`src/rtl/adc_scan.sv`:
```
// Scanning controller for a 12-bit SPI-style ADC: runs CONVST/shift frames,
// sends the channel config word, and averages returned samples per channel.
module adc_scan #(
    parameter int NUM_CHAN    = 8,
    parameter int AVG_LOG2    = 2,
    parameter int CLK_DIV     = 4,
    parameter int CONV_CYCLES = 80
) (
    input  logic        clk,
    input  logic        reset_n,
    input  logic        enable,
    input  logic        mode,
    input  logic [2:0]  chan_sel,
    input  logic [2:0]  rd_chan,
    output logic [11:0] rd_data,
    output logic        new_sample,
    output logic [2:0]  sample_chan,
    output logic        ADC_CONVST,
    output logic        ADC_SCK,
    output logic        ADC_SDI,
    input  logic        ADC_SDO
);

    localparam int CNT_MAX = (CONV_CYCLES > CLK_DIV) ? CONV_CYCLES : CLK_DIV;
    localparam int CW      = $clog2(CNT_MAX);
    localparam int AW      = 12 + AVG_LOG2;
    localparam int NW      = (AVG_LOG2 > 0) ? AVG_LOG2 : 1;

    localparam logic [CW-1:0] CONV_LAST = CW'(CONV_CYCLES - 1);
    localparam logic [CW-1:0] DIV_LAST  = CW'(CLK_DIV - 1);
    localparam logic [2:0]    CHAN_LAST = 3'(NUM_CHAN - 1);
    localparam logic [NW-1:0] NUM_FULL  = NW'((1 << AVG_LOG2) - 1);

    typedef enum logic [1:0] {IDLE, CONV, SHIFT} state_t;

    state_t          state_q, state_d;
    logic [CW-1:0]   cnt_q, cnt_d;
    logic            hi_q, hi_d;
    logic [3:0]      bit_q, bit_d;
    logic [2:0]      chan_q, chan_d;
    logic [2:0]      dchan_q, dchan_d;
    logic            prime_q, prime_d;
    logic [2:0]      ptr_q, ptr_d;
    logic [11:0]     sr_q, sr_d;
    logic            done_q, done_d;
    logic            new_sample_q, new_sample_d;
    logic [2:0]      sample_chan_q, sample_chan_d;
    logic [AW-1:0]   acc_q [8];
    logic [AW-1:0]   acc_d [8];
    logic [NW-1:0]   num_q [8];
    logic [NW-1:0]   num_d [8];
    logic [11:0]     res_q [8];
    logic [11:0]     res_d [8];

    logic            frame_start;
    logic [AW-1:0]   sum;
    logic [5:0]      cfg;
    logic [5:0]      cfg_sh;

    function automatic logic [11:0] avg_trunc(input logic [AW-1:0] s);
        avg_trunc = 12'(s >> AVG_LOG2);
    endfunction

    always_comb begin
        state_d       = state_q;
        cnt_d         = cnt_q;
        hi_d          = hi_q;
        bit_d         = bit_q;
        chan_d        = chan_q;
        dchan_d       = dchan_q;
        prime_d       = prime_q;
        ptr_d         = ptr_q;
        sr_d          = sr_q;
        done_d        = 1'b0;
        new_sample_d  = 1'b0;
        sample_chan_d = sample_chan_q;
        acc_d         = acc_q;
        num_d         = num_q;
        res_d         = res_q;
        frame_start   = 1'b0;
        sum           = '0;

        case (state_q)
            IDLE: begin
                if (enable) begin
                    state_d     = CONV;
                    cnt_d       = '0;
                    frame_start = 1'b1;
                end
            end
            CONV: begin
                if (cnt_q == CONV_LAST) begin
                    state_d = SHIFT;
                    cnt_d   = '0;
                    hi_d    = 1'b0;
                    bit_d   = 4'd0;
                end else begin
                    cnt_d = cnt_q + CW'(1);
                end
            end
            SHIFT: begin
                if (bit_q == 4'd12) begin
                    // single gap clock closes the frame
                    if (enable) begin
                        state_d     = CONV;
                        cnt_d       = '0;
                        frame_start = 1'b1;
                    end else begin
                        state_d = IDLE;
                    end
                end else if (cnt_q == DIV_LAST) begin
                    cnt_d = '0;
                    if (hi_q) begin
                        hi_d  = 1'b0;
                        bit_d = bit_q + 4'd1;
                    end else begin
                        hi_d = 1'b1;
                        sr_d = {sr_q[10:0], ADC_SDO};
                        if (bit_q == 4'd11) begin
                            done_d = 1'b1;
                        end
                    end
                end else begin
                    cnt_d = cnt_q + CW'(1);
                end
            end
            default: state_d = IDLE;
        endcase

        // data read in the coming frame belongs to the channel configured in this one
        if (frame_start) begin
            dchan_d = chan_q;
            prime_d = (state_q == IDLE);
            if (mode) begin
                chan_d = ptr_q;
                ptr_d  = (ptr_q == CHAN_LAST) ? 3'd0 : ptr_q + 3'd1;
            end else begin
                chan_d = chan_sel;
            end
        end

        if (done_q && !prime_q && (int'(dchan_q) < NUM_CHAN)) begin
            sum = acc_q[dchan_q] + AW'(sr_q);
            if (num_q[dchan_q] == NUM_FULL) begin
                res_d[dchan_q] = avg_trunc(sum);
                acc_d[dchan_q] = '0;
                num_d[dchan_q] = '0;
                new_sample_d   = 1'b1;
                sample_chan_d  = dchan_q;
            end else begin
                acc_d[dchan_q] = sum;
                num_d[dchan_q] = num_q[dchan_q] + NW'(1);
            end
        end
    end

    always_ff @(posedge clk or negedge reset_n) begin
        if (!reset_n) begin
            state_q       <= IDLE;
            cnt_q         <= '0;
            hi_q          <= 1'b0;
            bit_q         <= 4'd0;
            chan_q        <= 3'd0;
            dchan_q       <= 3'd0;
            prime_q       <= 1'b1;
            ptr_q         <= 3'd0;
            sr_q          <= '0;
            done_q        <= 1'b0;
            new_sample_q  <= 1'b0;
            sample_chan_q <= 3'd0;
            for (int i = 0; i < 8; i++) begin
                acc_q[i] <= '0;
                num_q[i] <= '0;
                res_q[i] <= '0;
            end
        end else begin
            state_q       <= state_d;
            cnt_q         <= cnt_d;
            hi_q          <= hi_d;
            bit_q         <= bit_d;
            chan_q        <= chan_d;
            dchan_q       <= dchan_d;
            prime_q       <= prime_d;
            ptr_q         <= ptr_d;
            sr_q          <= sr_d;
            done_q        <= done_d;
            new_sample_q  <= new_sample_d;
            sample_chan_q <= sample_chan_d;
            acc_q         <= acc_d;
            num_q         <= num_d;
            res_q         <= res_d;
        end
    end

    // config word {1, c0, c2, c1, 1, 0}, MSB on the first SCK period
    assign cfg    = {1'b1, chan_q[0], chan_q[2], chan_q[1], 1'b1, 1'b0};
    assign cfg_sh = cfg << bit_q[2:0];

    assign ADC_CONVST  = (state_q == CONV);
    assign ADC_SCK     = (state_q == SHIFT) && hi_q;
    assign ADC_SDI     = (state_q == SHIFT) && (bit_q < 4'd6) && cfg_sh[5];
    assign rd_data     = res_q[rd_chan];
    assign new_sample  = new_sample_q;
    assign sample_chan = sample_chan_q;

endmodule

```
`config.mk`:
```
export PLATFORM = sky130hd
export DESIGN_NAME = adc_scan
export DESIGN_NICKNAME = d
export VERILOG_FILES = /design/src/rtl/adc_scan.sv
export SDC_FILE = /design/constraint.sdc
export NUM_CORES = 1
export LEC_CHECK = 0
export CORE_MARGIN = 4
export CORE_UTILIZATION = 65
export DETAILED_ROUTE_END_ITERATION = 16
export PLACE_DENSITY = 0.87
export REMOVE_ABC_BUFFERS = 1
export SLEW_MARGIN = 20
export SYNTH_ARGS = -nofsm -noshare
export SYNTH_HDL_FRONTEND = slang
export SYNTH_SLANG_ARGS = --single-unit
export TNS_END_PERCENT = 30
```
`constraint.sdc`:
```
create_clock -name clk -period 8.3 [get_ports clk]
set_input_delay 2.075 -clock clk [delete_from_list [all_inputs] [get_ports clk]]
set_output_delay 2.075 -clock clk [all_outputs]
set_load 0.01 [all_outputs]
```
# Word level (Yosys, flattened, before mapping)
# Index checks and enable logic that the tools add are counted.
[op_classes] n_shift=1 n_reduce_logical=15 addsub=5 bitwise_logic=8 magnitude_cmp=4 eq_ne=14 n_mux=52
[ops] op="$and 112x112->112" n=1
[ops] op="$bwmux 112" n=1
[ops] op="$mux 112" n=1
[ops] op="$not 112->112" n=1
[ops] op="$bwmux 96" n=1
[ops] op="$bmux 14 s3" n=1
[ops] op="$demux 14 s3" n=1
[ops] op="$mux 14" n=3
[ops] op="$bmux 12 s3" n=1
[ops] op="$demux 12 s3" n=1
[ops] op="$mux 12" n=3
[ops] op="$mux 7" n=4
[ops] op="$pmux 7 s3" n=1
[ops] op="$and 16x16->16" n=1
[ops] op="$bwmux 16" n=1
[ops] op="$mux 16" n=1
[ops] op="$mux 4" n=4
[ops] op="$not 16->16" n=1
[ops] op="$add 14x12->14" n=1
[ops] op="$mux 1" n=14
[ops] op="$mux 2" n=6
[ops] op="$ne 2x2->1 const B" n=5
[ops] op="$eq 4x4->1 const B" n=2
[ops] op="$ge 4x4->1 const B" n=2
[ops] op="30 further kinds" n=41
[totals] reg_bits=265 elab_cells=135 out_inout_bits=19 in_bits=11

# Logic depth before layout (Yosys ltp)
# Gate-level depths: netlist of run 1.
[logic_depth] ltp_word=8 mapped_depth=17

# Worst setup path before layout of run 1
# OpenSTA, ideal clock, no wires.
[synth_timing] path_type="input to output" from="input rd_chan[0]" to="output rd_data[0]" slack_ns=2.717 path_stages=4 arrival_ns=3.508 required_time_ns=6.225 path_cell_list="clkbuf_1 > buf_2 > mux4_2 > mux2_2"
[synth_between] elab_chain_len=4
[synth_rtl] element="from (decl)" line_no="14" source="input logic [2:0] rd_chan,"
[synth_rtl] element="$not 3->4 (implied by the code)" line_no="202" source="assign rd_data = res_q[rd_chan];"
[synth_rtl] element="$bmux 12 s3" line_no="202"
[synth_rtl] element="$mux 12 (implied by the code) (2 in series)" line_no="202"
[synth_rtl] element="to (decl)" line_no="15" source="output logic [11:0] rd_data,"
# Every way passes these cells. The select of a mux whose other input is x is not followed.

# Final worst setup path of run 1
[layout_timing] from="input rd_chan[0]" to="output rd_data[10]"
# Same word-level chain as after synthesis.

==> summary.txt, run 1 <==
Final GP Congestion: 0.820
Clock Path Buffers: 3
post-cts resize count: 0
Synth area leader: dfrtp_1
H-tree Lvls: 1
clock-pin slew on the worst setup and hold paths: 60 ps
TritonCTS clock tree: built
first drt pass iteration count: 5
DRC Markers: 0
Final ANT Viol Nets: 0
relative slew slack: 29.0%
PD cells: 222 nW/um^2
Post-layout nets: 1182
Critical Setup Path Class: input port to primary output
post-synthesis register bit count: 265
Max Slew Vio Count: 0
Post-CTS Repair Setup Buffers: 0
Syn Std Cell Area: 12400 um^2
Final WS setup: 2140 ps
setup TNS: 0 ps
vias in the first global route: 9615
layout cells sized above 1: 13.6%
Netlist cell types: 60
Flop pwr share: 44.6%
FFs w/ async S/R, synth: 100%
Data required, critical path: 6230 ps
DP Worst Slack: 1720 ps
placed instance area: 12800 um^2
endpoints failing setup: 0
share of the synthesized area in the top cell type: 53.2%
largest cells by area after synthesis: dfrtp_1 (53%), nand2_1 (7.3%), o21ai_0 (7.1%)
Top FF cell, synth: dfrtp_1
Fin. Hold Viols: 0
max cap viols: 0
Clock power frac: 39.6%
Starting Density: 66.1%
Startpoint Class: input port
Clock Sinks: 265
initial antenna violation count: 1
first-pass GRT wire length: 48.9 mm
Achievable Freq: 162 MHz
clk_skew: 11.6 ps
floorplan row count: 50
Final min period: 6160 ps
CP Data Arrival Time: 4090 ps
Pint: 2.18 mW
I/O pins: 30
Avg WL per Cell: 21.0 um
# hold bufs at CTS: 0
multi-input logic area: 5410 um^2
post-DP HPWL: 18.2 mm
die area: 21400 um^2
register area share after synthesis: 53.5%
largest net degree at the start of global routing: 153
maximum VDD drop: 0.187 mV
final WL: 29.5 mm
Inserted Clock Buffers: 28
fillcell total: 1187
Finished Core Util: 72.9%
Sw Ratio: 28.1%
Total GRT Usage: 28.1%
worst skew pair latency: 540 ps
Worst Setup End Kind: primary output
RSZ-0062 raised after global routing: no
status: completed
Via density: 6.56
Die H: 146 um
Post-Syn Area per Cell: 10.8 um^2
Switch Pwr: 852 uW
final instance area: 13700 um^2
actual slew at the worst max-slew pin: 1060 ps
crit-path max FO: 24
Logic pwr share: 15.7%
Layout area overhead: 10.2%
most numerous cell in the Yosys netlist: dfrtp_1
total grt overflow: 0
initial drt markers: 903
synth warn: 0
most frequent cells after synthesis: dfrtp_1 (264), nand2_1 (240), o21ai_0 (177), clkbuf_1 (57), a22o_1 (49)
number of flops mapped to enable cells by yosys: 0
fin crit share: 74.3%
die width: 146 um
leak pwr: 6.17 nW
Seq. cell area: 6630 um^2
Ant. Diodes: 0
I/O Buffers: 29
Placeable Area: 18800 um^2
Hold Crit Class: flop to flop
total number of vias: 9200
synthesized netlist cell count: 1152
CTS root buf: clkbuf_16
[through the flow]
step,total power [mW],hold WS [ps],std cells
finish,3.03,476,1402
global route,3.14,500,1402
CTS,3.04,479,1402
floorplan,1.67,443,1076
global placement,1.84,457,1352
detailed placement,1.85,466,1352
[registers in the layout, summed over array words and instances (netlist names)]
signal       flops
state_q          2
sample_chan      3
chan_q           3
done_q           1
dchan_q          3
prime_q          1
bit_q            4
hi_q             1
ptr_q            3
res_q           96
new_sample       1
num_q           16
acc_q          112
sr_q            12
cnt_q            7
[routing by layer]
| metal | up-vias | GRT usage [%] | wire [um] |
|---|---|---|---|
| met1 | 4610 | 38.1 | 11800 |
| met2 | 391 | 46.6 | 14500 |
| met5 | - | 0 | 13 |
| met4 | 2 | 10.9 | 1080 |
| li1 | 4104 | - | - |
| met3 | 93 | 4.13 | 2150 |
[cells by family after synthesis]
kind of cell,Yosys count,share of synthesized area [%]
fa+ha+maj,23,2.38
xor+xnor,16,1.19
compound gates,339,17.3
buf+inv,90,3.02
simple gates,326,10.9
mux,93,11.7
flops,265,53.5
[layout by cell type (no fill, tap or decap), drive strengths merged, types with 18 or more instances in the layout]
master,count
o21ai,190
ha,22
dfrtp,264
clkbuf,42
mux2i,18
a21oi,20
nand2,240
mux4,38
nor2,31
a22o,49
o31ai,22
mux2,37
clkdlybuf4s50,26
[critical path: stages]
cell,delay (ps)
buf_2,620
mux4_2,600
mux2_2,280
clkdlybuf4s50_1,500
[power groups by stage]
| stage | Clock (mW) | Combinational [mW] | Sequential [mW] |
|---|---|---|---|
| 5_1_grt | 1.27 | 0.518 | 1.36 |
| 3_3_place_gp | 0 | 0.464 | 1.38 |
| 3_5_place_dp | 0 | 0.470 | 1.38 |
| 2_1_floorplan | 0 | 0.248 | 1.42 |
| 4_1_cts | 1.21 | 0.474 | 1.35 |
| 6_report | 1.20 | 0.477 | 1.35 |
[final cells by class]
type | count | area share [%]
clock inverter | 8 | 0.512
tap | 234 | 2.14
multi-input combinational | 797 | 39.5
inverter | 14 | 0.384
clock buffer | 42 | 6.03
sequential | 265 | 48.5
timing repair buffer | 42 | 2.89
[worst paths after layout]
| path | start | depth (start not counted) | slack, ps | to |
|---|---|---|---|---|
| max | rd_chan[0] | 4 | 2140 | rd_data[10] |
| min | acc_q[14] | 2 | 480 | acc_q[14] |
| max reg2reg | dchan_q[0] | 12 | 3750 | acc_q[49] |
| min reg2reg | acc_q[14] | 2 | 480 | acc_q[14] |
| max in group asynchronous | reset_n | 2 | 5450 | sr_q[5] |
| min in group asynchronous | reset_n | 1 | 1560 | cnt_q[6] |
Power figures use the tool's default switching activity.
==> inputs of run 2 (changes only) <==
--- a/config.mk
+++ b/config.mk
@@ -6,9 +6,9 @@
 export NUM_CORES = 1
 export LEC_CHECK = 0
 export CORE_MARGIN = 4
-export CORE_UTILIZATION = 65
+export CORE_UTILIZATION = 62
 export DETAILED_ROUTE_END_ITERATION = 16
-export PLACE_DENSITY = 0.87
+export PLACE_DENSITY = 0.84
 export REMOVE_ABC_BUFFERS = 1
 export SLEW_MARGIN = 20
 export SYNTH_ARGS = -nofsm -noshare
==> constraint.sdc (replaced) <==
create_clock -name clk -period 6 [get_ports clk]
set_input_delay 1.5 -clock clk [delete_from_list [all_inputs] [get_ports clk]]
set_output_delay 1.5 -clock clk [all_outputs]
set_load 0.01 [all_outputs]
==> summary.txt, run 2 (synthesized netlist as in run 1, its figures left out) <==
FF-to-FF path depth: 9 (-3)
total grt overflow: 0 (unchanged)
fin crit share: 83.9%
DRC Markers: 0 (unchanged)
Critical Setup Path Class: input port to primary output
worst r2r dst: res_q[9]
relative slew slack: 29.4% (+0.39 points)
most common cell after layout, fill and taps aside: dfrtp_1
Crit. Startpoint: rd_chan[0]
Clock Sinks: 265 (unchanged)
Total GRT Usage: 27.6% (-0.55 points)
Final min period: 5030 ps
crit path to: rd_data[5]
initial antenna violation count: 0 (-1)
max cap viols: 0 (unchanged)
clk_skew: 16.0 ps (+4.36 ps)
clock-pin slew on the worst setup and hold paths: 60 ps (about the same)
maximum VDD drop: 0.235 mV (+26%)
TritonCTS clock tree: built
Starting Density: 63.3% (-2.8 points)
met3 usage: 3.82% (-0.31 points)
crit-path max FO: 24 (unchanged)
initial drt markers: 847 (-6.2%)
Avg WL per Cell: 20.7 um (-1.8%)
post-DP HPWL: 18.4 mm (+0.65%)
I/O Buffers: 29 (unchanged)
die area: 22300 um^2 (+4.6%)
leak pwr: 6.23 nW (+0.98%)
Worst Setup End Kind: primary output
PD cells: 314 nW/um^2 (+41%)
total number of vias: 9088 (-1.2%)
Inserted Clock Buffers: 27 (-3.6%)
endpoints failing setup: 0 (unchanged)
status: completed
Clock Path Buffers: 3 (unchanged)
routing usage on met1: 38.2% (+0.16 points)
Max Slew Vio Count: 0 (unchanged)
Post-layout nets: 1185 (+0.25%)
Final ANT Viol Nets: 0 (unchanged)
worst skew pair latency: 540 ps (about the same)
CTS root buf: clkbuf_16
Final GP Congestion: 0.962 (+17%)
GRT Max-Usage Layer: met2
Placeable Area: 19600 um^2 (+4.4%)
Top reg by flops: acc_q
actual slew at the worst max-slew pin: 1060 ps (-5.90 ps)
R2R Path Start: dchan_q[2]
layout cells sized above 1: 13.9% (+0.33 points)
I/O pins: 30 (unchanged)
die width: 149 um (+2.3%)
Achievable Freq: 199 MHz
final WL: 29.6 mm (+0.45%)
Hold Crit Class: flop to flop
H-tree Lvls: 1 (unchanged)
Data required, critical path: 4500 ps (-1730 ps)
CP Data Arrival Time: 3530 ps (-560 ps)
commonest non-fill, non-tap cells in the layout: dfrtp_1 (263), nand2_1 (240), o21ai_0 (177)
Die H: 149 um (+2.3%)
biggest regs: acc_q: 112 flops, res_q: 96 flops, num_q: 16 flops
post-cts resize count: 0 (unchanged)
vias in the first global route: 9354 (-2.7%)
RSZ-0062 raised after global routing: no
Ant. Diodes: 0 (unchanged)
grt met2 use: 45.6% (-1.0 points)
# hold bufs at CTS: 0 (unchanged)
Layout area overhead: 11.3%
Via density: 6.34 (-3.4%)
R2R setup slack: 1540 ps (-2210 ps)
Startpoint Class: input port
largest net degree at the start of global routing: 117 (-24%)
first drt pass iteration count: 7 (+2)
first-pass GRT wire length: 49.0 mm (+0.24%)
Post-CTS Repair Setup Buffers: 0 (unchanged)
WHS: 471 ps (-5.49 ps)
Fin. Hold Viols: 0 (unchanged)
setup TNS: 0 ps (unchanged)
floorplan row count: 51 (+2.0%)
max reg flops: 112 (unchanged)
-- run 2: worst min-delay path by stage --
stage,from,endpoint,slack [ps],cells past startpoint
final,acc_q[41],acc_q[41],470,2
after global routing,res_q[11],res_q[11],500,2
after CTS,acc_q[41],acc_q[41],480,2
after detailed placement,acc_q[41],acc_q[41],460,2
after global placement,acc_q[55],acc_q[55],460,2
after floorplan,num_q[10],num_q[10],440,2
-- run 2: layout make-up --
class	instances	area, um^2
clock buffers	40	825
clock inverters	7	139
fillers	1344	5780
inverters	14	52.6
multi-input cells	797	5400
flip-flops and latches	265	6630
well taps	265	332
repair buffers	46	430
-- run 2: per-stage QoR --
step | utilization [%] | std cells | power [mW] | setup WS [ps] | cell area [um^2]
floorplan | - | 1076 | 2.31 | 1650 | 12100
global placement | 65.6 | 1387 | 2.55 | 991 | 12800
detailed placement | 65.6 | 1387 | 2.56 | 946 | 12800
CTS | 70.5 | 1434 | 4.34 | 931 | 13800
global route | 70.5 | 1434 | 4.49 | 812 | 13800
finish | 70.5 | 1434 | 4.34 | 965 | 13800
-- run 2: layer usage --
layer | vias up | share of wire (%)
met1 | 4561 | 41
li1 | 4115 | -
met3 | 65 | 6.9
met4 | 0 | 3.0
met5 | - | 0
met2 | 347 | 49
-- run 2: worst max-delay path, stage by stage --
cell,delay [ps]
buf_2,630
mux4_2,600
mux2_2,300
clkdlybuf4s50_1,490
-- run 2: power by group --
part	internal, mW	total (mW)	switching (mW)
registers	1.83	1.89	0.0618
clock network	1.11	1.80	0.682
logic	0.209	0.648	0.439
total	3.15	4.34	1.18
